<file path="config.mk">
export PLATFORM = sky130hd
export DESIGN_NAME = seq_arith_unit
export DESIGN_NICKNAME = d
export VERILOG_FILES = /design/src/rtl/seq_arith_unit.sv
export SDC_FILE = /design/constraint.sdc
export NUM_CORES = 1
export LEC_CHECK = 0
export ABC_CLOCK_PERIOD_IN_PS = 7100
export CORE_ASPECT_RATIO = 0.8
export CORE_UTILIZATION = 25
export DETAILED_ROUTE_END_ITERATION = 8
export HOLD_SLACK_MARGIN = 0.12
export PLACE_DENSITY = 0.37
export SLEW_MARGIN = 30
export SYNTH_ARGS = -nofsm -noshare
export SYNTH_HDL_FRONTEND = slang
export SYNTH_SLANG_ARGS = --single-unit
</file>
<file path="constraint.sdc">
create_clock -name clk -period 7.1 [get_ports clk]
set_clock_uncertainty 0.2 [all_clocks]
set_input_delay 1.42 -clock clk [delete_from_list [all_inputs] [get_ports clk]]
set_output_delay 1.42 -clock clk [all_outputs]
set_load 0.01 [all_outputs]
</file>
<file path="src/rtl/seq_arith_unit.sv">
// seq_arith_unit: sequential add/sub/mul/div/mod unit.
// Handshake via in_valid/in_ready and out_valid/out_ready.
module seq_arith_unit #(
  parameter int WIDTH = 16
) (
  input  logic               clk,
  input  logic               rst_n,
  input  logic [WIDTH-1:0]   inputA,
  input  logic [WIDTH-1:0]   inputB,
  input  logic [3:0]         op_code,
  input  logic               in_valid,
  output logic               in_ready,
  output logic [2*WIDTH-1:0] R,
  output logic               error,
  output logic               out_valid,
  input  logic               out_ready
);

  localparam int CW = $clog2(WIDTH) + 1;
  localparam logic [CW-1:0] CNT_INIT = CW'(WIDTH);

  localparam logic [2:0] IDLE   = 3'd0;
  localparam logic [2:0] ADDSUB = 3'd1;
  localparam logic [2:0] MUL    = 3'd2;
  localparam logic [2:0] DIV    = 3'd3;
  localparam logic [2:0] DONE   = 3'd4;

  localparam logic [3:0] OP_ADD = 4'b0000;
  localparam logic [3:0] OP_SUB = 4'b1000;
  localparam logic [3:0] OP_MUL = 4'b0100;
  localparam logic [3:0] OP_DIV = 4'b0010;
  localparam logic [3:0] OP_MOD = 4'b0001;

  logic [2:0]         r_state;
  logic [3:0]         r_op;
  logic [2*WIDTH-1:0] r_a;
  logic [WIDTH-1:0]   r_b;
  logic [2*WIDTH-1:0] r_acc;
  logic [WIDTH-1:0]   r_q;
  logic [WIDTH:0]     r_rem;
  logic [CW-1:0]      r_cnt;
  logic [2*WIDTH-1:0] r_R;
  logic               r_err;

  logic               w_accept;
  logic [2:0]         w_first;
  logic [WIDTH-1:0]   w_sum;
  logic [WIDTH-1:0]   w_dif;
  logic               w_add_ovf;
  logic               w_sub_ovf;
  logic [WIDTH:0]     w_rem_sh;
  logic [WIDTH:0]     w_trial;
  logic               w_fits;
  logic [2*WIDTH-1:0] w_fin_R;
  logic               w_fin_err;
  logic               w_is_dm;

  assign in_ready  = (r_state == IDLE);
  assign out_valid = (r_state == DONE);
  assign R         = r_R;
  assign error     = r_err;
  assign w_accept  = in_valid && in_ready;
  assign w_is_dm   = (op_code == OP_DIV) || (op_code == OP_MOD);

  assign w_sum = r_a[WIDTH-1:0] + r_b;
  assign w_dif = r_a[WIDTH-1:0] - r_b;
  assign w_add_ovf = (r_a[WIDTH-1] == r_b[WIDTH-1]) &&
                     (w_sum[WIDTH-1] != r_a[WIDTH-1]);
  assign w_sub_ovf = (r_a[WIDTH-1] != r_b[WIDTH-1]) &&
                     (w_dif[WIDTH-1] != r_a[WIDTH-1]);

  assign w_rem_sh = {r_rem[WIDTH-1:0], r_q[WIDTH-1]};
  assign w_trial  = w_rem_sh - {1'b0, r_b};
  assign w_fits   = (w_rem_sh >= {1'b0, r_b});

  // Single-cycle ops (incl. div-by-zero and illegal) finish via ADDSUB,
  // which gives every short command the same one-cycle latency.
  always_comb begin
    w_first = ADDSUB;
    unique case (1'b1)
      (op_code == OP_MUL):          w_first = MUL;
      (w_is_dm && inputB != '0):    w_first = DIV;
      default:                      w_first = ADDSUB;
    endcase
  end

  always_comb begin
    w_fin_R   = '0;
    w_fin_err = 1'b1;
    unique case (1'b1)
      (r_op == OP_ADD): begin
        w_fin_R   = {{WIDTH{w_sum[WIDTH-1]}}, w_sum};
        w_fin_err = w_add_ovf;
      end
      (r_op == OP_SUB): begin
        w_fin_R   = {{WIDTH{w_dif[WIDTH-1]}}, w_dif};
        w_fin_err = w_sub_ovf;
      end
      (r_op == OP_DIV || r_op == OP_MOD): begin
        w_fin_R   = '1;
        w_fin_err = 1'b1;
      end
      default: begin
        w_fin_R   = '0;
        w_fin_err = 1'b1;
      end
    endcase
  end

  always_ff @(posedge clk or negedge rst_n) begin
    if (!rst_n) begin
      r_state <= IDLE;
      r_op    <= '0;
      r_a     <= '0;
      r_b     <= '0;
      r_acc   <= '0;
      r_q     <= '0;
      r_rem   <= '0;
      r_cnt   <= '0;
      r_R     <= '0;
      r_err   <= 1'b0;
    end else begin
      unique case (r_state)
        IDLE: begin
          if (w_accept) begin
            r_state <= w_first;
            r_op    <= op_code;
            r_a     <= {{WIDTH{1'b0}}, inputA};
            r_b     <= inputB;
            r_acc   <= '0;
            r_q     <= inputA;
            r_rem   <= '0;
            r_cnt   <= CNT_INIT;
          end
        end
        ADDSUB: begin
          r_R     <= w_fin_R;
          r_err   <= w_fin_err;
          r_state <= DONE;
        end
        MUL: begin
          if (r_cnt == '0) begin
            r_R     <= r_acc;
            r_err   <= 1'b0;
            r_state <= DONE;
          end else begin
            if (r_b[0]) r_acc <= r_acc + r_a;
            r_a   <= r_a << 1;
            r_b   <= r_b >> 1;
            r_cnt <= r_cnt - 1'b1;
          end
        end
        DIV: begin
          if (r_cnt == '0) begin
            r_R <= (r_op == OP_MOD) ?
                   {{WIDTH{1'b0}}, r_rem[WIDTH-1:0]} :
                   {{WIDTH{1'b0}}, r_q};
            r_err   <= 1'b0;
            r_state <= DONE;
          end else begin
            r_rem <= w_fits ? w_trial : w_rem_sh;
            r_q   <= {r_q[WIDTH-2:0], w_fits};
            r_cnt <= r_cnt - 1'b1;
          end
        end
        DONE: begin
          if (out_ready) r_state <= IDLE;
        end
        default: r_state <= IDLE;
      endcase
    end
  end

endmodule
</file>
# == Yosys cells after proc, flatten, opt, wreduce, memory -nomap -nowiden ==
# Cells that the tools add are included.
# op_classes
addsub,5
n_lt_le_gt_ge,1
n_eq_ne,23
mux,33
reduce_logical,24
# op_table
operator,count
32-bit two-way mux,7
32-bit case mux with 3 select lines,2
16-bit two-way mux,8
32-bit case mux with 2 select lines,2
16-bit case mux with 2 select lines,3
32-bit adder,1
16-bit subtractor,2
17-bit by 16-bit greater-or-equal comparator with 1-bit output,1
16-bit adder,1
16-bit nonzero test,1
3-bit AND reduction,5
2-bit inequality test (second input constant),6
3-bit case mux with 4 select lines,1
5-bit two-way mux,2
5-bit case mux with 2 select lines,1
3-bit two-way mux,3
4-bit by 1-bit equality test with 1-bit output (second input constant),2
4-bit by 2-bit equality test with 1-bit output (second input constant),2
2-bit nonzero test,4
3-bit by 2-bit equality test with 1-bit output (second input constant),2
2-bit by 1-bit inequality test with 1-bit output (second input constant),3
5-bit zero test,1
5-bit by 1-bit subtractor with 5-bit output (second input constant),1
4-bit by 3-bit equality test with 1-bit output (second input constant),1
16 further kinds,24
# word_totals
ff_bits,157
out_inout_bits,35
word_cells,96

# == Depth between registers and ports, before layout ==
# depth
depth_word,6
depth_mapped,12
ltp_nobuf,11

# == Least setup slack after synthesis ==
# Ideal clock, no wire load.
# synth_path
kind,reg-to-reg
start,reg r_b[1]
end,reg r_rem[0]
setup_time_ns,0.083
arrival_time_ns,2.702
t_required_ns,6.817
setup_slack_ns,4.116
stages_incl_launch_ff,11
path_buffers,0
period_less_slack_ns,2.984
path_cell_list,dfrtp_1 -> inv_1 -> ha_1 -> nor2b_1 -> o21ai_0 -> a21oi_1 -> o221a_2 -> o21a_4 -> a211oi_4 -> mux2_2 -> o21ai_0
# synth_between
elab_chain_len,4
# synth_lines
item,line_no,rtl
start: declaration,37,logic [WIDTH-1:0] r_b;
start signal: assignment,129,r_b <= inputB;
start signal: assignment,149,r_b <= r_b >> 1;
17-bit by 16-bit greater-or-equal comparator with 1-bit output,74,"assign w_fits = (w_rem_sh >= {1'b0, r_b});"
16-bit two-way mux,161,r_rem <= w_fits ? w_trial : w_rem_sh;
16-bit two-way mux,154,if (r_cnt == '0) begin
16-bit case mux with 2 select lines,123,unique case (r_state)
end signal: assignment,161,
end: declaration,40,logic [WIDTH:0] r_rem;
# Every way passes these cells. The select of a mux whose other input is x is not followed.
# A chain may end at the register's enable or synchronous reset.

# == Worst setup path in the final report ==
# layout_path
start,reg r_b[0]
end,"reg r_R[14], in the netlist R[14]"
# layout_between
elab_chain_len,3
word_cells_on_any_way,4
classes_between,add/sub (2); mux (2)
# layout_lines
item,line_no,rtl
16-bit subtractor / 16-bit adder (equally long branches),"66, 65",
32-bit case mux with 3 select lines *,90,unique case (1'b1)
32-bit case mux with 3 select lines *,123,
end signal: assignment,137,r_R <= w_fin_R;
end signal: assignment,143,r_R <= r_acc;
end signal: assignment,155,r_R <= (r_op == OP_MOD) ?
end: declaration,42,logic [2*WIDTH-1:0] r_R;
# Every way passes the cells marked *; elsewhere a longest branch is shown, timed or not.

==> metrics.cfg <==
[run_status]
run_status=completed

[global_route]
grt_max_degree=70
grt_busiest_layer=met1
grtUsageMet2=0.255
grt_pass1_vias=10100
grt_pass1_wl_um=67400
grt_usage=0.199
antenna_found_initial=0
use_met1=0.324
use_met3=0.0455
grt-ovfl-total=0

[cells_and_area]
n_antenna_cell=0
fin_cells=2030
final_net_count=1538
area_growth_pct=17.2
drive_above_1_share=0.0638

[place]
post-place-ws_ns=3.30
post-dp-hpwl_um=33000
dp_cells=1999
gp_congestion=0.898
port_buffers=74

[cts]
h-tree-depth=4
tritoncts=built
clkSinkCount=157
ctsResizeCount=0
post_cts_buffers=0
clk_latency_ns=0.47
cts_buffers=17
cts.clk_slew.worst_paths_ns=0.07
cts_root_buf=clkbuf_16
holdBufCountCts=0
cts_buffer_depth=2

[yosys]
synthCells=1375
synth_area_sq_um=11300
synth_area_leaders=dfrtp_1 35%, ha_1 8.7%, nand2_1 7.9%
synthTopCellsByCount=238 x nand2_1, 157 x dfrtp_1, 110 x nor2_1
synth_top_flop_cell=dfrtp_1
async_flop_share=1.00
synth-edff-count=0
syn-num-nets=1498
synth-seq-cells=157
avgSynthCellArea_sq_um=8.25
netlist.area_leader.share=0.346
post-synth-top-count-cell=nand2_1
synth_top_cell_by_area=dfrtp_1
ys_types=78
yosys_warnings=0
yosysSeqAreaShare=0.346

[setup_path]
critPathSlowestCell=a221oi_1
critPathKind=reg -> reg
arrival_ns=3.90
reg2reg_from=r_b[0]
path_cells=ha_1 -> fa_1 -> nand2b_1 -> a2111oi_0 -> nor3b_1 -> o21ai_1 -> a221oi_1 -> nor4_1 -> a211o_1 -> a32o_1
r2r_setup_slack_ns=3.35
cp.required_ns=7.26
reg2regPathDepth=10
end_kind=flip-flop
slowest_delay_ns=0.57
start_kind=flip-flop
r2r-end=R[14]
critPathMaxFanout=6

[min_path]
worstHoldStart=R[0]
min_to=R[0]
min_path_type=reg -> reg
hold_depth=2

[power]
ir_drop_mv=0.221
powerDensity_nw_per_um2=489
leakage_nw=6.05

[sta]
fmaxAchievable_ghz=0.267
drv_slew=0
finalHoldViolations=0
setup_viol=0
fin_ws_ns=3.35
fin_crit_sh=0.528
rsz0062_at_grt=no
worst_pin_slew_ns=0.881
fin_crit_ns=3.75
relSlewSlack=0.412
tns_ns=0

[die]
fp.coreArea_sq_um=44600
ioPinCount=75
start_util=0.254
rows=69
fp.dieW_um=240
dieArea_sq_um=46300
dieHeight_um=193

[route]
routed_wl_um=44200
post-route-drc-count=0
postRouteAntennaNets=0
viasPerCell=5.09
first_pass_iters=5
routedWlPerCell_um=21.8
num_vias=10300
initialDrtViolationCount=976

[run]
maxCapViolations=0

[how the worst max path moves through the flow]
stage               startpoint        end  slack (ns)  cells past startpoint
finish                  r_b[0]      R[14]        3.35                     10
global route            r_b[0]      R[14]        3.18                     10
CTS                     r_a[1]  r_acc[23]        3.36                      9
detailed placement    in_valid  r_acc[30]        3.30                      9
global placement        r_a[1]      R[31]        3.30                      9
floorplan               r_b[1]   r_rem[0]        4.12                     10
[cell families (layout without fill, tap and decap cells)]
family / after synthesis / after routing / synth area share
mux: 52 / 52 / 0.0462
xor+xnor: 35 / 35 / 0.0270
buf+inv: 118 / 170 / 0.0420
fa+ha+maj: 83 / 83 / 0.0942
flops: 157 / 157 / 0.346
simple gates: 543 / 543 / 0.218
compound gates: 387 / 387 / 0.226
[critical path: cells and delay by family (launching register included)]
kind / cells / cell delay, ns
AOI/OAI and AO/OA: 5 / 1.45
adders and majority gates: 2 / 0.75
and+or+nand+nor: 3 / 0.68
DFF: 1 / 0.56
[stage by stage]
step	hold WS, ns	power (mW)	util	instance area [sq um]
after floorplan	0.250	4.08	-	11300
after global placement	0.264	5.56	0.285	12700
after detailed placement	0.271	5.52	0.285	12700
after CTS	0.287	6.49	0.298	13300
after global routing	0.299	7.01	0.298	13300
final	0.285	6.50	0.298	13300
[flip-flops by register name, summed over array words and instances (netlist names)]
register / cells
R: 32
error: 1
r_a: 32
r_acc: 32
r_b: 16
r_cnt: 5
r_op: 4
r_q: 16
r_rem: 16
r_state: 3
[per-layer routing]
metal	vias to the layer above	part of all wire
met1	5006	0.56
li1	5058	-
met3	20	0.061
met4	0	0.0078
met2	257	0.37
met5	-	0
[cells in the final DEF (no fill, tap or decap), drive strengths merged, types with 5 or more instances in the layout]
cell type	instances
xor2	18
nand4	8
and3	15
ha	79
nor2b	13
o211ai	19
o31ai	16
nand2b	14
o21bai	14
o21a	12
buf	21
o221ai	9
a31oi	41
clkinv	7
a211oi	20
mux2i	49
a21boi	5
a21oi	74
or3	8
nand2	239
a221o	8
nor4	11
a21o	17
nor3	25
o21ai	103
dfrtp	157
clkdlybuf4s50	73
inv	45
and2	9
xnor2	17
nand3	75
a22oi	5
o22ai	6
clkbuf	20
nor2	111
[final cells by class]
type / count / area (sq um)
clock inverters: 11 / 121
clock buffers: 20 / 437
repair buffers: 94 / 900
well taps: 603 / 754
multi-input cells: 1100 / 6990
fillers: 4825 / 31300
inverters: 45 / 169
flip-flops and latches: 157 / 3930
[report_power, final]
| group | total (mW) | leakage (nW) | internal, mW | switching (mW) |
|---|---|---|---|---|
| registers | 1.55 | 2.02 | 1.18 | 0.371 |
| logic | 4.01 | 3.77 | 1.42 | 2.59 |
| clock network | 0.943 | 0.270 | 0.514 | 0.429 |
| total | 6.50 | 6.05 | 3.11 | 3.39 |
(Power assumes the default switching activity.)
